`config.mk`:
```
export PLATFORM = sky130hd
export DESIGN_NAME = step_ramp_generator
export DESIGN_NICKNAME = d
export VERILOG_FILES = /design/src/rtl/step_ramp_generator.sv
export SDC_FILE = /design/constraint.sdc
export NUM_CORES = 1
export LEC_CHECK = 0
export ABC_CLOCK_PERIOD_IN_PS = 6200
export CORE_MARGIN = 2
export CORE_UTILIZATION = 39
export DETAILED_ROUTE_END_ITERATION = 8
export HOLD_SLACK_MARGIN = 0.03
export PLACE_DENSITY = 0.65
export SYNTH_ARGS = -nofsm -noshare
export SYNTH_HDL_FRONTEND = slang
export SYNTH_SLANG_ARGS = --single-unit
```
`constraint.sdc`:
```
create_clock -name clk_in -period 6.2 [get_ports clk_in]
set_input_delay 0.93 -clock clk_in [delete_from_list [all_inputs] [get_ports clk_in]]
set_output_delay 0.93 -clock clk_in [all_outputs]
set_load 0.01 [all_outputs]
```
`src/rtl/step_ramp_generator.sv`:
```
// Trapezoidal step/direction pulse generator for an external stepper driver.
// Latency: dir_out updates on the start edge; the first step_out rise is DIR_SETUP edges later.
// Backpressure: none; start_in is ignored while busy, and abort_in stops a move on the next edge.
module step_ramp_generator #(
    parameter int STEP_WIDTH   = 24,
    parameter int PERIOD_WIDTH = 16,
    parameter int PULSE_WIDTH  = 4,
    parameter int DIR_SETUP    = 2
) (
    input  logic                    clk_in,
    input  logic                    reset_n_in,
    input  logic                    start_in,
    input  logic                    abort_in,
    input  logic [STEP_WIDTH-1:0]   steps_in,
    input  logic                    dir_in,
    input  logic [PERIOD_WIDTH-1:0] min_period_in,
    input  logic [PERIOD_WIDTH-1:0] max_period_in,
    input  logic [PERIOD_WIDTH-1:0] accel_in,
    output logic                    step_out,
    output logic                    dir_out,
    output logic                    busy_out,
    output logic                    done_out,
    output logic [STEP_WIDTH-1:0]   steps_done_out
);

    localparam int SC_W = (DIR_SETUP > 1) ? $clog2(DIR_SETUP) : 1;
    // A period must leave at least one low cycle after the pulse.
    localparam logic [PERIOD_WIDTH-1:0] LP_MIN_PERIOD = PERIOD_WIDTH'(PULSE_WIDTH + 1);

    typedef enum logic [1:0] {
        ST_IDLE  = 2'd0,
        ST_SETUP = 2'd1,
        ST_RUN   = 2'd2
    } state_t;

    state_t                  r_state, w_state_nxt;
    logic [SC_W-1:0]         r_setup_cnt, w_setup_cnt_nxt;
    logic [PERIOD_WIDTH-1:0] r_cnt, w_cnt_nxt;
    logic [PERIOD_WIDTH-1:0] r_period, w_period_nxt;
    logic [PERIOD_WIDTH-1:0] r_min_eff, w_min_eff_nxt;
    logic [PERIOD_WIDTH-1:0] r_max_eff, w_max_eff_nxt;
    logic [PERIOD_WIDTH-1:0] r_accel, w_accel_nxt;
    logic [STEP_WIDTH-1:0]   r_ramp, w_ramp_nxt;
    logic [STEP_WIDTH-1:0]   r_remaining, w_remaining_nxt;
    logic [STEP_WIDTH-1:0]   r_steps_done, w_steps_done_nxt;
    logic                    r_step, w_step_nxt;
    logic                    r_dir, w_dir_nxt;
    logic                    r_busy, w_busy_nxt;
    logic                    r_done, w_done_nxt;

    logic [PERIOD_WIDTH-1:0] w_min_in, w_max_in, w_cnt_inc;
    logic [PERIOD_WIDTH:0]   w_inc_sum;
    logic [PERIOD_WIDTH-1:0] w_period_up, w_period_dn;
    logic [STEP_WIDTH-1:0]   w_rem_dec;
    logic                    w_step_end;

    assign step_out       = r_step;
    assign dir_out        = r_dir;
    assign busy_out       = r_busy;
    assign done_out       = r_done;
    assign steps_done_out = r_steps_done;

    // Effective period limits from the live inputs, and saturating ramp arithmetic on latched values.
    always_comb begin
        w_min_in    = (min_period_in > LP_MIN_PERIOD) ? min_period_in : LP_MIN_PERIOD;
        w_max_in    = (max_period_in > w_min_in) ? max_period_in : w_min_in;
        w_cnt_inc   = r_cnt + 1'b1;
        w_rem_dec   = r_remaining - 1'b1;
        w_step_end  = (r_cnt == (r_period - 1'b1));
        w_inc_sum   = {1'b0, r_period} + {1'b0, r_accel};
        w_period_up = (w_inc_sum > {1'b0, r_max_eff}) ? r_max_eff : w_inc_sum[PERIOD_WIDTH-1:0];
        // Only used when r_period > r_min_eff, so the difference cannot wrap.
        w_period_dn = (r_accel >= (r_period - r_min_eff)) ? r_min_eff : (r_period - r_accel);
    end

    // Next-state and next-output logic; abort takes priority over step counting.
    always_comb begin
        w_state_nxt      = r_state;
        w_setup_cnt_nxt  = r_setup_cnt;
        w_cnt_nxt        = r_cnt;
        w_period_nxt     = r_period;
        w_min_eff_nxt    = r_min_eff;
        w_max_eff_nxt    = r_max_eff;
        w_accel_nxt      = r_accel;
        w_ramp_nxt       = r_ramp;
        w_remaining_nxt  = r_remaining;
        w_steps_done_nxt = r_steps_done;
        w_step_nxt       = r_step;
        w_dir_nxt        = r_dir;
        w_busy_nxt       = r_busy;
        w_done_nxt       = 1'b0;
        case (r_state)
            ST_IDLE: begin
                if (start_in && !abort_in) begin
                    w_steps_done_nxt = '0;
                    if (steps_in != '0) begin
                        w_state_nxt     = ST_SETUP;
                        w_setup_cnt_nxt = '0;
                        w_dir_nxt       = dir_in;
                        w_busy_nxt      = 1'b1;
                        w_min_eff_nxt   = w_min_in;
                        w_max_eff_nxt   = w_max_in;
                        w_accel_nxt     = accel_in;
                        w_period_nxt    = w_max_in;
                        w_ramp_nxt      = '0;
                        w_remaining_nxt = steps_in;
                    end else begin
                        w_done_nxt = 1'b1;
                    end
                end
            end
            ST_SETUP: begin
                if (abort_in) begin
                    w_state_nxt = ST_IDLE;
                    w_step_nxt  = 1'b0;
                    w_busy_nxt  = 1'b0;
                end else if (r_setup_cnt == SC_W'(DIR_SETUP - 1)) begin
                    w_state_nxt = ST_RUN;
                    w_cnt_nxt   = '0;
                    w_step_nxt  = 1'b1;
                end else begin
                    w_setup_cnt_nxt = r_setup_cnt + 1'b1;
                end
            end
            ST_RUN: begin
                if (abort_in) begin
                    w_state_nxt = ST_IDLE;
                    w_step_nxt  = 1'b0;
                    w_busy_nxt  = 1'b0;
                end else if (w_step_end) begin
                    w_remaining_nxt  = w_rem_dec;
                    w_steps_done_nxt = r_steps_done + 1'b1;
                    w_cnt_nxt        = '0;
                    if (w_rem_dec == '0) begin
                        w_state_nxt = ST_IDLE;
                        w_busy_nxt  = 1'b0;
                        w_done_nxt  = 1'b1;
                        w_step_nxt  = 1'b0;
                    end else begin
                        w_step_nxt = 1'b1;
                        // Decelerate once the remaining steps match the steps spent accelerating.
                        if (w_rem_dec <= r_ramp) begin
                            w_period_nxt = w_period_up;
                            if (r_ramp != '0) w_ramp_nxt = r_ramp - 1'b1;
                        end else if ((r_accel != '0) && (r_period > r_min_eff)) begin
                            w_period_nxt = w_period_dn;
                            w_ramp_nxt   = r_ramp + 1'b1;
                        end
                    end
                end else begin
                    w_cnt_nxt  = w_cnt_inc;
                    w_step_nxt = (w_cnt_inc < PERIOD_WIDTH'(PULSE_WIDTH));
                end
            end
            default: begin
                w_state_nxt = ST_IDLE;
                w_step_nxt  = 1'b0;
                w_busy_nxt  = 1'b0;
            end
        endcase
    end

    // State and datapath registers; reset clears everything immediately, including step_out.
    always_ff @(posedge clk_in or negedge reset_n_in) begin
        if (!reset_n_in) begin
            r_state      <= ST_IDLE;
            r_setup_cnt  <= '0;
            r_cnt        <= '0;
            r_period     <= '0;
            r_min_eff    <= '0;
            r_max_eff    <= '0;
            r_accel      <= '0;
            r_ramp       <= '0;
            r_remaining  <= '0;
            r_steps_done <= '0;
            r_step       <= 1'b0;
            r_dir        <= 1'b0;
            r_busy       <= 1'b0;
            r_done       <= 1'b0;
        end else begin
            r_state      <= w_state_nxt;
            r_setup_cnt  <= w_setup_cnt_nxt;
            r_cnt        <= w_cnt_nxt;
            r_period     <= w_period_nxt;
            r_min_eff    <= w_min_eff_nxt;
            r_max_eff    <= w_max_eff_nxt;
            r_accel      <= w_accel_nxt;
            r_ramp       <= w_ramp_nxt;
            r_remaining  <= w_remaining_nxt;
            r_steps_done <= w_steps_done_nxt;
            r_step       <= w_step_nxt;
            r_dir        <= w_dir_nxt;
            r_busy       <= w_busy_nxt;
            r_done       <= w_done_nxt;
        end
    end

endmodule

```
==> results.toml <==
[status]
outcome = "finished, final reports clean"

[synthesis]
ys.flop_type = "dfrtp_1"
synth_nets = 1985
yosys.cell_types.count = 86
synth_seq_cells = 159
avgSynthCellArea_um2 = 8.31
ys_seq_area_share_pct = 27.3
yosysWarnings = 0
netlist_area_mm2 = 0.0146
synth_edf_count = 0
ys_async_sr_fraction_pct = 100
syn_inst = 1751

[cts]
cts_hold_buf = 0
cts_buffer_depth = 2
clock_latency_ps = 470
root_buffer = "clkbuf_16"
cts_tree = "yes"
cts_buffers = 17
clkSlewWorstSetupHoldPaths_ps = 70
cts_max_level = 4
cts_sinks = 159

[timing]
worst_pin_slew_ps = 986
fmax_mhz = 174
slew_headroom_pct = 33.8
whs_ps = 447
fin_crit_ps = 5760
clock-skew-final_ps = 25.9
slew_viol_final = 0
min_period_over_period_pct = 93.0
finalSetupTns_ps = 0
hold_viol = 0
rsz0062_at_grt = "no"
setup-violations-final = 0

[placement]
postPlaceCellArea_mm2 = 0.0161
gp_congestion = 0.940
post-dp-hpwl_mm = 33.0
io_buffers = 104

[die]
die_h_um = 197
io_pins = 105
core_mm2 = 0.0367
die_area_mm2 = 0.0389
fp.dieW_um = 197
core.rowCount = 70
initial_utilization_pct = 39.7

[setup_path]
cp.arrival_ps = 6090
cp-start-kind = "register"
worstPathMaxFanout = 36
endpoint_kind = "register"
cpMostUsedCell = "nand2_1"
crit_type = "register to register"
crit_slowest_cell = "or4_1"
path_cells = "or4_1, nor2_2, nand2_1, nor2_1, nand2_1, xnor2_1, ha_1, nand4_1, a211oi_1, o311ai_0, o211ai_1, nand2_1, buf_12, ha_1, a2111oi_0, nor3_1, a221oi_2, o21ai_0, nand2_1, nand2_1, a21oi_1, xor2_1, o31ai_1"
max_stage_delay_ps = 660
worstPathRequired_ps = 6520

[routing]
wire_per_inst_um = 18.8
drc_errors = 0
detailroute.via_count = 13279
drt-pass1-iter-count = 7
wl_mm = 43.6
via_per_inst = 5.74
drt.antenna.violating_nets = 0
drt_iter0_markers = 1114

[pwr]
p_leak_nw = 7.22
ir_drop_mv = 0.437
pwr_density_cell_mw_per_mm2 = 649

[global_route]
grt_pass1_wl_mm = 69.8
grt-ovfl-total = 0
grt_usage_pct = 22.7
antenna_found_initial = 1
grt_max_degree = 81
grt_pass1_vias = 12752

[finish]
drive_gt1_share_pct = 8.99
multi_input_area_mm2 = 0.00976
n_antenna_cell = 0
fin_util_pct = 45.7
seq_area_mm2 = 0.00398
design_area_mm2 = 0.0168
area_growth_pct = 15.3
n_fill_cell = 3524
layout.nets = 2067

[worst_hold_path]
hp-class = "primary input to async pin"

[flow_run]
maxCapViolations = 0
## repair_timing
action,CTS,global route
endpoints found under the setup margin,0,17
resized for setup,0,5
setup buffers,0,4
## layout make-up
cell class	count	area share, %
Clock buffer	18	2.62
Clock inverter	14	0.977
Inverter	147	3.29
Multi-Input combinational cell	1370	58.1
Sequential cell	159	23.7
Tap cell	468	3.49
Timing Repair Buffer	138	7.80
## cells in the mapped netlist (9+ instances only)
cell      number  share of area [%]
mux2_2        49                3.8
o211ai_1      11               0.57
a211oi_1      22                1.1
nand2_1      159                4.1
a21oi_1      111                3.8
nand3_1       46                1.6
nor4_1        39                1.7
or3_1         17               0.73
o21ai_0      106                3.6
or2_2          9               0.39
a21o_1        32                1.7
nor3_1        36                1.2
xor2_1        42                2.5
clkbuf_1      55                1.4
dfrtp_1      159                 27
o21a_1        10               0.52
nor2b_1       13               0.56
ha_1         153                 13
inv_1        146                3.8
mux2i_1       28                1.9
xnor2_1       69                4.2
nor4_2        12                1.0
nor2_1       137                3.5
and3_1        18               0.77
nand2b_1      16               0.69
o31ai_1       38                2.0
nand4_1       35                1.5
a31oi_1       17               0.73
## per-layer routing
| metal | routed length [µm] | vias up | global-route usage, % |
|---|---|---|---|
| li1 | - | 6520 | - |
| met1 | 20100 | 6363 | 31.1 |
| met5 | 0 | - | 0 |
| met4 | 993 | 0 | 7.24 |
| met3 | 2160 | 55 | 3.45 |
| met2 | 20300 | 341 | 36.8 |
## per-stage QoR
| stage | worst slack (ps) | std cells | power, mW |
|---|---|---|---|
| CTS | 364 | 2310 | 10.7 |
| floorplan | 445 | 1751 | 7.44 |
| global placement | 532 | 2278 | 9.40 |
| finish | 437 | 2314 | 10.9 |
| detailed placement | 398 | 2278 | 9.51 |
| global route | 11.7 | 2314 | 11.9 |
## state kept, by name, indices dropped and copies added (netlist names), 2 cells and up
register,cells
r_cnt,16
r_accel,16
r_min_eff,16
r_state,2
r_max_eff,16
r_remaining,24
steps_done_out,24
r_period,16
r_ramp,24
## power breakdown
part / total (mW) / switching [mW] / internal, mW
clock: 1.10 / 0.548 / 0.554
sequential: 1.96 / 0.560 / 1.40
combinational: 7.83 / 4.52 / 3.31
total: 10.9 / 5.63 / 5.26
## cells in the final DEF (no fill, tap or decap), drive strengths merged, types with 9 or more instances in the layout
cell,Yosys,layout
a21o,32,32
nand4,35,35
a211oi,22,22
xnor2,69,69
mux2,49,49
dfrtp,159,159
o21a,10,10
a31oi,17,17
o31ai,38,38
o21ai,108,108
nand2,159,159
clkdlybuf4s50,0,103
nor4,51,51
or2,9,9
a21oi,112,112
xor2,42,42
nand3,46,46
clkbuf,56,18
mux2i,28,28
or3,17,17
nor2b,13,13
o211ai,11,11
buf,19,35
nand2b,16,16
nor2,137,137
ha,153,153
nor3,36,36
inv,146,154
and3,18,18
## cells by family after synthesis
group / count (synthesis) / share of synthesized area (%)
fa+ha+maj: 157 / 13.7
xor+xnor: 111 / 6.68
flops: 159 / 27.3
mux: 77 / 5.72
simple gates: 581 / 20.3
compound gates: 444 / 20.1
buf+inv: 222 / 6.08
## final timing paths
kind	startpoint	end	slack, ps	cells after the start
max	r_remaining[0]	r_ramp[13]	440	23
min	reset_n_in	r_accel[0]	450	1
max reg2reg	r_remaining[0]	r_ramp[13]	440	23
min reg2reg	r_min_eff[5]	r_min_eff[5]	490	2
max in group asynchronous	reset_n_in	r_ramp[0]	4390	2
min in group clk_in	r_min_eff[5]	r_min_eff[5]	490	2
## critical path: cells and delay by family (launching register included)
family          cells  cell delay (ps)
xor+xnor            2              350
buf+inv             1              200
flops               1              470
simple gates       10             2060
fa+ha+maj           2              700
compound gates      8             1840
Power figures use the tool's default switching activity.
